File: config.mk
export PLATFORM = sky130hd
export DESIGN_NAME = spi_target_core_flat
export DESIGN_NICKNAME = d
export VERILOG_FILES = /design/src/rtl/spi_target_if.sv /design/src/rtl/spi_target_core.sv /design/src/flat_wrapper.sv
export SDC_FILE = /design/constraint.sdc
export NUM_CORES = 1
export LEC_CHECK = 0
export ABC_AREA = 1
export BUFFER_PORTS_ARGS = -buffer_cell sky130_fd_sc_hd__buf_2
export CAP_MARGIN = 20
export CORE_MARGIN = 3
export CORE_UTILIZATION = 40
export DETAILED_ROUTE_END_ITERATION = 16
export PLACE_DENSITY = 0.56
export SLEW_MARGIN = 20
export SYNTH_ARGS = -nofsm -noshare
export SYNTH_HDL_FRONTEND = slang
export SYNTH_SLANG_ARGS = --single-unit
File: constraint.sdc
create_clock -name clk_i -period 3.8 [get_ports clk_i]
set_input_delay 0.19 -clock clk_i [delete_from_list [all_inputs] [get_ports clk_i]]
set_output_delay 0.19 -clock clk_i [all_outputs]
set_load 0.03 [all_outputs]
File: src/rtl/spi_target_if.sv
// Pin-level SPI signals plus RX/TX word streams of the SPI mode-0 target.
// The slave modport is the target core; the master modport is the host/bench side.
interface spi_target_if #(
  parameter int DataWidth = 8
);
  logic                 spi_sck_i;
  logic                 spi_csb_i;
  logic                 spi_sd_i;
  logic                 spi_sd_o;
  logic                 spi_sd_en_o;
  logic [DataWidth-1:0] rx_data_o;
  logic                 rx_valid_o;
  logic                 rx_ready_i;
  logic [DataWidth-1:0] tx_data_i;
  logic                 tx_valid_i;
  logic                 tx_ready_o;
  logic                 rx_overflow_o;
  logic                 tx_underflow_o;
  logic                 active_o;

  modport slave (
    input  spi_sck_i, spi_csb_i, spi_sd_i, rx_ready_i, tx_data_i, tx_valid_i,
    output spi_sd_o, spi_sd_en_o, rx_data_o, rx_valid_o, tx_ready_o,
           rx_overflow_o, tx_underflow_o, active_o
  );

  modport master (
    output spi_sck_i, spi_csb_i, spi_sd_i, rx_ready_i, tx_data_i, tx_valid_i,
    input  spi_sd_o, spi_sd_en_o, rx_data_o, rx_valid_o, tx_ready_o,
           rx_overflow_o, tx_underflow_o, active_o
  );
endinterface

File: src/rtl/spi_target_core.sv
// SPI mode-0 target: oversamples SCK/CSB/SD in clk_i, deserialises MOSI words into
// an RX FIFO and serialises a TX holding register (or IdleTx) onto MISO.
module spi_target_core #(
  parameter int                   DataWidth = 8,
  parameter int                   RxDepth   = 4,
  parameter logic [DataWidth-1:0] IdleTx    = {DataWidth{1'b1}}
) (
  input logic         clk_i,
  input logic         rst_ni,
  spi_target_if.slave bus
);

  function automatic int vbits(input int value);
    return (value <= 1) ? 1 : $clog2(value);
  endfunction

  localparam int CntW = vbits(RxDepth + 1);
  localparam int PtrW = vbits(RxDepth);
  localparam int BitW = vbits(DataWidth);

  typedef enum logic [0:0] {
    ST_IDLE   = 1'b0,
    ST_ACTIVE = 1'b1
  } state_e;

  state_e               state_r, state_d;
  logic [2:0]           sck_q_r, csb_q_r;
  logic [1:0]           sd_q_r;
  logic                 sck_rise_s, sck_fall_s, csb_rise_s, csb_fall_s;
  logic                 start_s, stop_s, sample_s, shift_s, load_s, word_done_s;
  logic [DataWidth-1:0] load_word_s, rx_word_s;
  logic [DataWidth-1:0] tx_shift_r, tx_hold_r, push_data_r;
  logic [DataWidth-2:0] rx_shift_r;
  logic                 tx_ready_r, tx_underflow_r, sd_en_r, reload_pending_r, push_r;
  logic [BitW-1:0]      bit_cnt_r;
  logic [DataWidth-1:0] mem_r [RxDepth];
  logic [PtrW-1:0]      wptr_r, rptr_r;
  logic [CntW-1:0]      count_r;
  logic                 rx_overflow_r, full_s, pop_s, wr_s, rx_valid_s;

  // Index [2] of each SCK/CSB chain is the edge-detect stage behind the 2-flop synchroniser.
  assign sck_rise_s  =  sck_q_r[1] & ~sck_q_r[2];
  assign sck_fall_s  = ~sck_q_r[1] &  sck_q_r[2];
  assign csb_rise_s  =  csb_q_r[1] & ~csb_q_r[2];
  assign csb_fall_s  = ~csb_q_r[1] &  csb_q_r[2];
  assign load_s      = start_s | (shift_s & reload_pending_r);
  assign load_word_s = tx_ready_r ? IdleTx : tx_hold_r;
  assign rx_word_s   = {rx_shift_r, sd_q_r[1]};
  assign word_done_s = sample_s && (bit_cnt_r == BitW'(DataWidth - 1));

  // Synchronisers and edge-detect registers for the asynchronous SPI pins.
  always_ff @(posedge clk_i) begin
    if (!rst_ni) begin
      sck_q_r <= 3'b000;
      csb_q_r <= 3'b111;
      sd_q_r  <= 2'b00;
    end else begin
      sck_q_r <= {sck_q_r[1:0], bus.spi_sck_i};
      csb_q_r <= {csb_q_r[1:0], bus.spi_csb_i};
      sd_q_r  <= {sd_q_r[0], bus.spi_sd_i};
    end
  end

  // FSM state register.
  always_ff @(posedge clk_i) begin
    if (!rst_ni) begin
      state_r <= ST_IDLE;
    end else begin
      state_r <= state_d;
    end
  end

  // FSM next state and per-cycle action strobes; CSB rise outranks a coincident SCK edge.
  always_comb begin
    state_d  = state_r;
    start_s  = 1'b0;
    stop_s   = 1'b0;
    sample_s = 1'b0;
    shift_s  = 1'b0;
    case (state_r)
      ST_IDLE: begin
        if (csb_fall_s) begin
          state_d = ST_ACTIVE;
          start_s = 1'b1;
        end else begin
          state_d = ST_IDLE;
        end
      end
      ST_ACTIVE: begin
        if (csb_rise_s) begin
          state_d = ST_IDLE;
          stop_s  = 1'b1;
        end else if (sck_rise_s) begin
          sample_s = 1'b1;
        end else if (sck_fall_s) begin
          shift_s = 1'b1;
        end else begin
          state_d = ST_ACTIVE;
        end
      end
      default: state_d = ST_IDLE;
    endcase
  end

  // TX holding register, MISO shifter and output enable.
  always_ff @(posedge clk_i) begin
    if (!rst_ni) begin
      tx_shift_r       <= {DataWidth{1'b1}};
      tx_hold_r        <= {DataWidth{1'b0}};
      tx_ready_r       <= 1'b1;
      tx_underflow_r   <= 1'b0;
      sd_en_r          <= 1'b0;
      reload_pending_r <= 1'b0;
    end else begin
      tx_underflow_r <= load_s & tx_ready_r;
      if (load_s) begin
        tx_shift_r <= load_word_s;
      end else if (shift_s) begin
        tx_shift_r <= {tx_shift_r[DataWidth-2:0], 1'b1};
      end else if (stop_s) begin
        tx_shift_r <= {DataWidth{1'b1}};
      end else begin
        tx_shift_r <= tx_shift_r;
      end
      // A full register is never accepted into, so consume and accept cannot collide.
      if (load_s && !tx_ready_r) begin
        tx_ready_r <= 1'b1;
      end else if (bus.tx_valid_i && tx_ready_r) begin
        tx_hold_r  <= bus.tx_data_i;
        tx_ready_r <= 1'b0;
      end else begin
        tx_ready_r <= tx_ready_r;
      end
      if (start_s) begin
        sd_en_r <= 1'b1;
      end else if (stop_s) begin
        sd_en_r <= 1'b0;
      end else begin
        sd_en_r <= sd_en_r;
      end
      if (start_s || stop_s || (shift_s && reload_pending_r)) begin
        reload_pending_r <= 1'b0;
      end else if (word_done_s) begin
        reload_pending_r <= 1'b1;
      end else begin
        reload_pending_r <= reload_pending_r;
      end
    end
  end

  // MOSI deserialiser and bit counter; a completed word is staged for the FIFO.
  always_ff @(posedge clk_i) begin
    if (!rst_ni) begin
      rx_shift_r  <= {(DataWidth-1){1'b0}};
      bit_cnt_r   <= {BitW{1'b0}};
      push_r      <= 1'b0;
      push_data_r <= {DataWidth{1'b0}};
    end else begin
      push_r <= word_done_s;
      if (word_done_s) begin
        push_data_r <= rx_word_s;
      end else begin
        push_data_r <= push_data_r;
      end
      if (start_s || stop_s) begin
        rx_shift_r <= {(DataWidth-1){1'b0}};
        bit_cnt_r  <= {BitW{1'b0}};
      end else if (sample_s) begin
        rx_shift_r <= rx_word_s[DataWidth-2:0];
        bit_cnt_r  <= word_done_s ? {BitW{1'b0}} : bit_cnt_r + BitW'(1'b1);
      end else begin
        rx_shift_r <= rx_shift_r;
        bit_cnt_r  <= bit_cnt_r;
      end
    end
  end

  assign rx_valid_s = (count_r != {CntW{1'b0}});
  assign full_s     = (count_r == CntW'(RxDepth));
  assign pop_s      = rx_valid_s & bus.rx_ready_i;
  assign wr_s       = push_r & (~full_s | pop_s);

  // RX FIFO pointers, occupancy and overflow pulse.
  always_ff @(posedge clk_i) begin
    if (!rst_ni) begin
      wptr_r        <= {PtrW{1'b0}};
      rptr_r        <= {PtrW{1'b0}};
      count_r       <= {CntW{1'b0}};
      rx_overflow_r <= 1'b0;
    end else begin
      rx_overflow_r <= push_r & full_s & ~pop_s;
      if (wr_s) begin
        wptr_r <= (wptr_r == PtrW'(RxDepth - 1)) ? {PtrW{1'b0}} : wptr_r + PtrW'(1'b1);
      end else begin
        wptr_r <= wptr_r;
      end
      if (pop_s) begin
        rptr_r <= (rptr_r == PtrW'(RxDepth - 1)) ? {PtrW{1'b0}} : rptr_r + PtrW'(1'b1);
      end else begin
        rptr_r <= rptr_r;
      end
      case ({wr_s, pop_s})
        2'b10:   count_r <= count_r + CntW'(1'b1);
        2'b01:   count_r <= count_r - CntW'(1'b1);
        default: count_r <= count_r;
      endcase
    end
  end

  // RX FIFO storage; emptiness is tracked by count_r, so entries need no reset.
  always_ff @(posedge clk_i) begin
    if (wr_s) begin
      mem_r[wptr_r] <= push_data_r;
    end
  end

  assign bus.spi_sd_o       = tx_shift_r[DataWidth-1];
  assign bus.spi_sd_en_o    = sd_en_r;
  assign bus.rx_data_o      = mem_r[rptr_r];
  assign bus.rx_valid_o     = rx_valid_s;
  assign bus.tx_ready_o     = tx_ready_r;
  assign bus.rx_overflow_o  = rx_overflow_r;
  assign bus.tx_underflow_o = tx_underflow_r;
  assign bus.active_o       = (state_r == ST_ACTIVE);

endmodule

File: src/flat_wrapper.sv
// flat-port wrapper written by rule: the top's interface ports become plain ports
module spi_target_core_flat 
#(
  parameter int                   DataWidth = 8,
  parameter int                   RxDepth   = 4,
  parameter logic [DataWidth-1:0] IdleTx    = {DataWidth{1'b1}}
)
  (clk_i, rst_ni, bus_spi_sck_i, bus_spi_csb_i, bus_spi_sd_i, bus_rx_ready_i, bus_tx_data_i, bus_tx_valid_i, bus_spi_sd_o, bus_spi_sd_en_o, bus_rx_data_o, bus_rx_valid_o, bus_tx_ready_o, bus_rx_overflow_o, bus_tx_underflow_o, bus_active_o);
  spi_target_if #(.DataWidth(DataWidth)) bus_i ();
  input logic clk_i;
  input logic rst_ni;
  input wire logic [$bits(bus_i.spi_sck_i)-1:0] bus_spi_sck_i;
  input wire logic [$bits(bus_i.spi_csb_i)-1:0] bus_spi_csb_i;
  input wire logic [$bits(bus_i.spi_sd_i)-1:0] bus_spi_sd_i;
  input wire logic [$bits(bus_i.rx_ready_i)-1:0] bus_rx_ready_i;
  input wire logic [$bits(bus_i.tx_data_i)-1:0] bus_tx_data_i;
  input wire logic [$bits(bus_i.tx_valid_i)-1:0] bus_tx_valid_i;
  output wire logic [$bits(bus_i.spi_sd_o)-1:0] bus_spi_sd_o;
  output wire logic [$bits(bus_i.spi_sd_en_o)-1:0] bus_spi_sd_en_o;
  output wire logic [$bits(bus_i.rx_data_o)-1:0] bus_rx_data_o;
  output wire logic [$bits(bus_i.rx_valid_o)-1:0] bus_rx_valid_o;
  output wire logic [$bits(bus_i.tx_ready_o)-1:0] bus_tx_ready_o;
  output wire logic [$bits(bus_i.rx_overflow_o)-1:0] bus_rx_overflow_o;
  output wire logic [$bits(bus_i.tx_underflow_o)-1:0] bus_tx_underflow_o;
  output wire logic [$bits(bus_i.active_o)-1:0] bus_active_o;
  assign bus_i.spi_sck_i = bus_spi_sck_i;
  assign bus_i.spi_csb_i = bus_spi_csb_i;
  assign bus_i.spi_sd_i = bus_spi_sd_i;
  assign bus_i.rx_ready_i = bus_rx_ready_i;
  assign bus_i.tx_data_i = bus_tx_data_i;
  assign bus_i.tx_valid_i = bus_tx_valid_i;
  assign bus_spi_sd_o = bus_i.spi_sd_o;
  assign bus_spi_sd_en_o = bus_i.spi_sd_en_o;
  assign bus_rx_data_o = bus_i.rx_data_o;
  assign bus_rx_valid_o = bus_i.rx_valid_o;
  assign bus_tx_ready_o = bus_i.tx_ready_o;
  assign bus_rx_overflow_o = bus_i.rx_overflow_o;
  assign bus_tx_underflow_o = bus_i.tx_underflow_o;
  assign bus_active_o = bus_i.active_o;
  spi_target_core #(.DataWidth(DataWidth), .RxDepth(RxDepth), .IdleTx(IdleTx)) u_core (.clk_i(clk_i), .rst_ni(rst_ni), .bus(bus_i));
endmodule
# Word level (Yosys, flattened, before mapping)
# Memory sizes are Yosys's and may differ from the RTL's. A register that Yosys moved wholly into a read port is not among the register bits.
# Cells that the tools add are included.
op_classes:
  bitwise_logic: 21
  shift: 0
  n_addsub: 5
  n_mux: 27
  n_eq_ne: 6
  multipliers: 0
  n_div: 0
  n_reduce_logical: 15
  n_lt_le_gt_ge: 0
op_table:
  columns: ["op", "count"]
  rows:
  - ["8-bit two-way mux", 4]
  - ["1-bit two-way mux", 16]
  - ["1-bit AND", 10]
  - ["1-bit inverter", 9]
  - ["2-bit two-way mux", 4]
  - ["3-bit by 1-bit adder with 3-bit output (second input constant)", 2]
  - ["2-bit == test (second input constant)", 3]
  - ["3-bit == test (second input constant)", 2]
  - ["3-bit one-hot mux with 2 select lines", 1]
  - ["3-bit nonzero test", 2]
  - ["2-bit OR reduction", 3]
  - ["2-bit by 1-bit adder with 2-bit output (second input constant)", 2]
  - ["1-bit logical AND", 4]
  - ["2-bit nonzero test", 2]
  - ["3-bit two-way mux", 1]
  - ["3-bit by 1-bit subtractor with 3-bit output (second input constant)", 1]
  - ["2-bit by 1-bit == test with 1-bit output (second input constant)", 1]
  - ["1-bit logical OR", 2]
  - ["1-bit bitwise OR", 2]
  - ["1-bit one-hot mux with 2 select lines", 1]
  - ["2-bit AND reduction", 1]
  - ["1-bit logical NOT", 1]
totals:
  ram_bits: 32
  latchBits: 0
  register_bits: 56
  memories: 1
  output_inout_bits: 15
  mem_bits_ro: 0
  input_bits: 15
  wordCells: 93
mem_list:
  columns: ["memory", "words", "width", "read_ports", "rd_ports_with_merged_regs", "wr", "line_no", "source"]
  rows:
  - ["u_core.mem_r", 4, 8, 1, 1, 1, "spi_target_core.sv:36", "logic [DataWidth-1:0] mem_r [RxDepth];"]

# Depth between registers and ports, before layout
depth:
  word_depth: 11
  ltp_mapped: 11
  ltp_nobuf: 11

# Least setup slack after synthesis
# Ideal clock, no wire load.
synth_path:
  kind: "reg2reg"
  start: "reg u_core.count_r[0]"
  end: "reg u_core.count_r[2]"
  setup_time_ns: 0.122
  slack_ns: 1.877
  period_less_slack_ns: 1.923
  stages_incl_launch_ff: 12
  required_ns: 3.678
  arrival_time_ns: 1.801
  path_buffers: 0
  cell_sequence: "dfxtp_1 nor2_1 nand2_1 nand2_1 inv_1 ha_1 inv_1 fa_1 a21oi_1 o21ai_0 o21ai_0 a21oi_1"
synth_via:
  elab_chain_cells: 6
  word_cells_on_any_way: 12
  cone_classes: "2 x add/sub; 3 x eq/ne; 1 x mux; 4 x bitwise; 2 x reduce/logical"
synth_lines:
  columns: ["element", "line_no", "source"]
  rows:
  - ["from (decl)", "spi_target_core.sv:38", "logic [CntW-1:0] count_r;"]
  - ["from (signal assigned)", "spi_target_core.sv:188", "count_r <= {CntW{1'b0}};"]
  - ["from (signal assigned)", "spi_target_core.sv:203", "2'b10: count_r <= count_r + CntW'(1'b1);"]
  - ["from (signal assigned)", "spi_target_core.sv:204", "2'b01: count_r <= count_r - CntW'(1'b1);"]
  - ["3-bit nonzero test *", "spi_target_core.sv:178", "assign rx_valid_s = (count_r != {CntW{1'b0}});"]
  - ["named net bus_rx_valid_o", "flat_wrapper.sv:21", "output wire logic [$bits(bus_i.rx_valid_o)-1:0] bus_rx_valid_o;"]
  - ["1-bit AND *", "spi_target_core.sv:180", "assign pop_s = rx_valid_s & bus.rx_ready_i;"]
  - ["named net u_core.pop_s", "spi_target_core.sv:39", "logic rx_overflow_r, full_s, pop_s, wr_s, rx_valid_s;"]
  - ["1-bit bitwise OR", "spi_target_core.sv:181", "assign wr_s = push_r & (~full_s | pop_s);"]
  - ["1-bit AND", "spi_target_core.sv:181", null]
  - ["2-bit by 1-bit == test with 1-bit output or 2-bit == test (tied branches)", "spi_target_core.sv:202", "case ({wr_s, pop_s})"]
  - ["3-bit one-hot mux with 2 select lines or 2-bit nonzero test (tied branches)", null, null]
# Mark *: on every way through the listed nets, which the timed path passes. The rest lies on a longest branch.
# A chain may end at the register's enable or synchronous reset.

==> results.json <==
{
  "clk_latency_ps": 360,
  "hold_viol": 0,
  "cts-resized-gates": 0,
  "cp.depth": 4,
  "cts_sinks": 90,
  "start_util_pct": 42.4,
  "irDropWorstVdd_mv": 0.202,
  "path_buf_inv": 2,
  "post-route-period-util_pct": 56.1,
  "cts_setup_buffers": 0,
  "use_met2_pct": 22.0,
  "path_delay_family": "flip-flops",
  "cts_buffers": 9,
  "drive_gt1_share_pct": 14.8,
  "worstMarginPinSlew_ps": 777,
  "yosysSeqAreaShare_pct": 59.1,
  "cts_tree": "done",
  "crit_path_end": "bus_rx_data_o[0]",
  "io_buffers": 29,
  "min_path_type": "primary input to flip-flop",
  "slowest_delay_ps": 650,
  "routed_wl_um": 6480,
  "postCtsHoldBufs": 3,
  "fin_setup_tns_ps": 0,
  "ys_ff_latch": 90,
  "internal_power_mw": 1.34,
  "end_kind": "output pin",
  "power_frac_seq_pct": 56.2,
  "grt_max_degree": 40,
  "crit_fanout": 17,
  "switching_power_mw": 0.532,
  "cts.reportedPaths.clkPinSlew_ps": 100,
  "timing.fmax_ghz": 0.469,
  "slowest_stage": "dfxtp_1",
  "ant_nets": 0,
  "drtIter0Drc": 70,
  "grt_usage_pct": 13.8,
  "r2r-end": "u_core.count_r[2]$_SDFFE_PN0P_",
  "p_leak_nw": 1.68,
  "powerDensity_nw_per_um2": 462,
  "clockBufferDepth": 2,
  "worstPathCellList": "inv_1 > o21ai_0 > o22ai_1 > buf_2",
  "regToRegSetupSlack_ps": 1800,
  "clkPwrFrac_pct": 32.6,
  "grt_pass1_wl_um": 11200,
  "maxCapViolations": 0,
  "diodes": 0,
  "skew_ps": 13.2,
  "worst-setup-path-type": "flip-flop to output pin",
  "grt_overflow_total": 0,
  "synth_nets": 412,
  "post-route-drc-count": 0,
  "ys.warnings.count": 0,
  "placeableCoreArea_um2": 8460,
  "top_usage_layer": "met2",
  "use_met3_pct": 3.74,
  "rsz0062_at_grt": "false",
  "syn_area_um2": 3590,
  "vias": 2541,
  "die_area_um2": 10200,
  "die-height_um": 101,
  "grt_pass1_vias": 2404,
  "ys_types": 30,
  "worst_setup_path_start_kind": "flip-flop",
  "synth_cells": 388,
  "die_w_um": 101,
  "area_growth_pct": 12.6,
  "pin_count": 30,
  "status": "finished, final reports clean",
  "dr.pass1.iters": 4,
  "dp.final_hpwl_um": 4380,
  "htree_levels": 3,
  "arrival_ps": 1940,
  "synth_area_per_cell_um2": 9.26,
  "antenna_found_initial": 0,
  "power_frac_comb_pct": 11.2,
  "r2r_cells": 10,
  "wire_per_inst_um": 12.2,
  "viasPerCell": 4.78,
  "slew_viol_final": 0,
  "finalPower_mw": 1.87,
  "reg2reg_from": "u_core.count_r[0]$_SDFFE_PN0P_",
  "finalCriticalPeriod_ps": 2130,
  "clockRootBuffer": "clkbuf_8",
  "met1_usage_pct": 17.8,
  "switching_share_pct": 28.5,
  "nets": 446,
  "cp.required_ps": 3610,
  "row_count": 33,
  "worst_slew_margin_rel_pct": 48.0,
  "finalSetupViolations": 0,
  "finalWeightedCongestion": 0.773
}
-- cell families after synthesis --
group                    count (synthesis)  share of synthesized area (%)
AND/OR/NAND/NOR                        160                           20.4
flip-flops                              90                           59.1
AO/OA/AOI/OAI                           73                           10.9
buffers and inverters                   56                           6.27
adder cells (fa/ha/maj)                  9                           3.34
-- worst min-delay path, delay by kind of cell --
family	cells	cell delay, ps
AND/OR/NAND/NOR	1	80
buffers and inverters	1	70
AO/OA/AOI/OAI	1	70
-- worst min-delay path by stage --
stage	start	to	slack (ps)	cells past startpoint
finish	bus_tx_data_i[0]	u_core.tx_hold_r[0]$_SDFFE_PN0P_	80	3
global route	bus_tx_data_i[0]	u_core.tx_hold_r[0]$_SDFFE_PN0P_	80	3
CTS	bus_tx_data_i[0]	u_core.tx_hold_r[0]$_SDFFE_PN0P_	70	3
detailed placement	bus_spi_sck_i	u_core.sck_q_r[0]$_SDFF_PN0_	380	3
global placement	bus_spi_sck_i	u_core.sck_q_r[0]$_SDFF_PN0_	370	3
floorplan	bus_spi_sck_i	u_core.sck_q_r[0]$_SDFF_PN0_	290	2
-- per-stage QoR --
stage | utilization, % | setup slack [ps] | hold WS [ps] | instance area (um^2) | cells
finish | 47.8 | 1670 | 81.6 | 4050 | 532
global route | 47.8 | 1460 | 83.9 | 4050 | 532
CTS | 47.8 | 1650 | 68.3 | 4050 | 532
detailed placement | 45.2 | 1810 | 375 | 3820 | 513
global placement | 45.2 | 1850 | 375 | 3820 | 513
floorplan | - | 1880 | 288 | 3590 | 388
-- power groups by stage --
| stage | clock (mW) | sequential, mW | combinational, mW |
|---|---|---|---|
| after CTS | 0.626 | 1.05 | 0.212 |
| after global routing | 0.673 | 1.06 | 0.237 |
| after detailed placement | 0 | 1.07 | 0.209 |
| after global placement | 0 | 1.07 | 0.208 |
| final | 0.609 | 1.05 | 0.210 |
| after floorplan | 0 | 1.06 | 0.159 |
-- synthesized netlist by cell type --
master	number	area (um^2)
or2_2	2	12.5
nand2_2	1	6.26
o21ai_4	1	16.3
buf_2	5	25.0
buf_4	1	7.51
nand3_2	1	10.0
nand2_4	3	33.8
ha_1	8	100
nand2_1	54	203
nand4_1	8	50.1
dfxtp_1	58	1160
a21oi_1	17	85.1
o211a_1	1	10.0
inv_4	2	12.5
o22ai_1	8	50.1
inv_2	3	11.3
nor2_1	62	233
nor3_2	1	10.0
nor2_4	3	33.8
nor3_1	7	35.0
inv_1	41	154
o21ai_1	1	5.00
fa_1	1	20.0
nand4_4	1	21.3
o21ai_0	45	225
buf_1	1	3.75
nand3_1	17	85.1
clkinv_1	1	3.75
clkbuf_1	2	7.51
edfxtp_1	32	961
-- sequential cells by signal, summed over array words and instances, names as in the netlist, 2 cells and up, named ones only --
| signal | flops |
|---|---|
| u_core.sck_q_r | 3 |
| u_core.count_r | 3 |
| u_core.rx_shift_r | 7 |
| u_core.push_data_r | 8 |
| u_core.tx_shift_r | 8 |
| u_core.wptr_r | 2 |
| u_core.tx_hold_r | 8 |
| u_core.sd_q_r | 2 |
| u_core.mem_r | 32 |
| u_core.rptr_r | 2 |
| u_core.csb_q_r | 3 |
| u_core.bit_cnt_r | 3 |
-- layout make-up --
class	count	area (um^2)
multi-input combinational	242	1240
fill	816	4420
sequential	90	2120
inverter	47	181
clock buffer	9	124
timing repair buffer	32	175
clock inverter	7	66.3
tap	105	131
-- layer usage --
metal / up-vias / part of all wire, % / wire (um)
li1: 1349 / - / -
met1: 1154 / 49 / 3200
met2: 31 / 46 / 3000
met3: 7 / 3.0 / 197
met4: 0 / 1.2 / 75
met5: - / 0 / 0
-- cells in the final DEF, fill, tap and decap left out, types with 4 or more instances in the layout --
cell         n
nand2_1     54
clkbuf_8     9
edfxtp_1    32
nand3_1     17
nand4_1      8
o22ai_1      8
nor2_1      62
inv_1       41
buf_2       29
a21oi_1     17
dfxtp_1     58
ha_1         8
o21ai_0     45
nor3_1       7
clkinvlp_4   4
(Power assumes the default switching activity.)
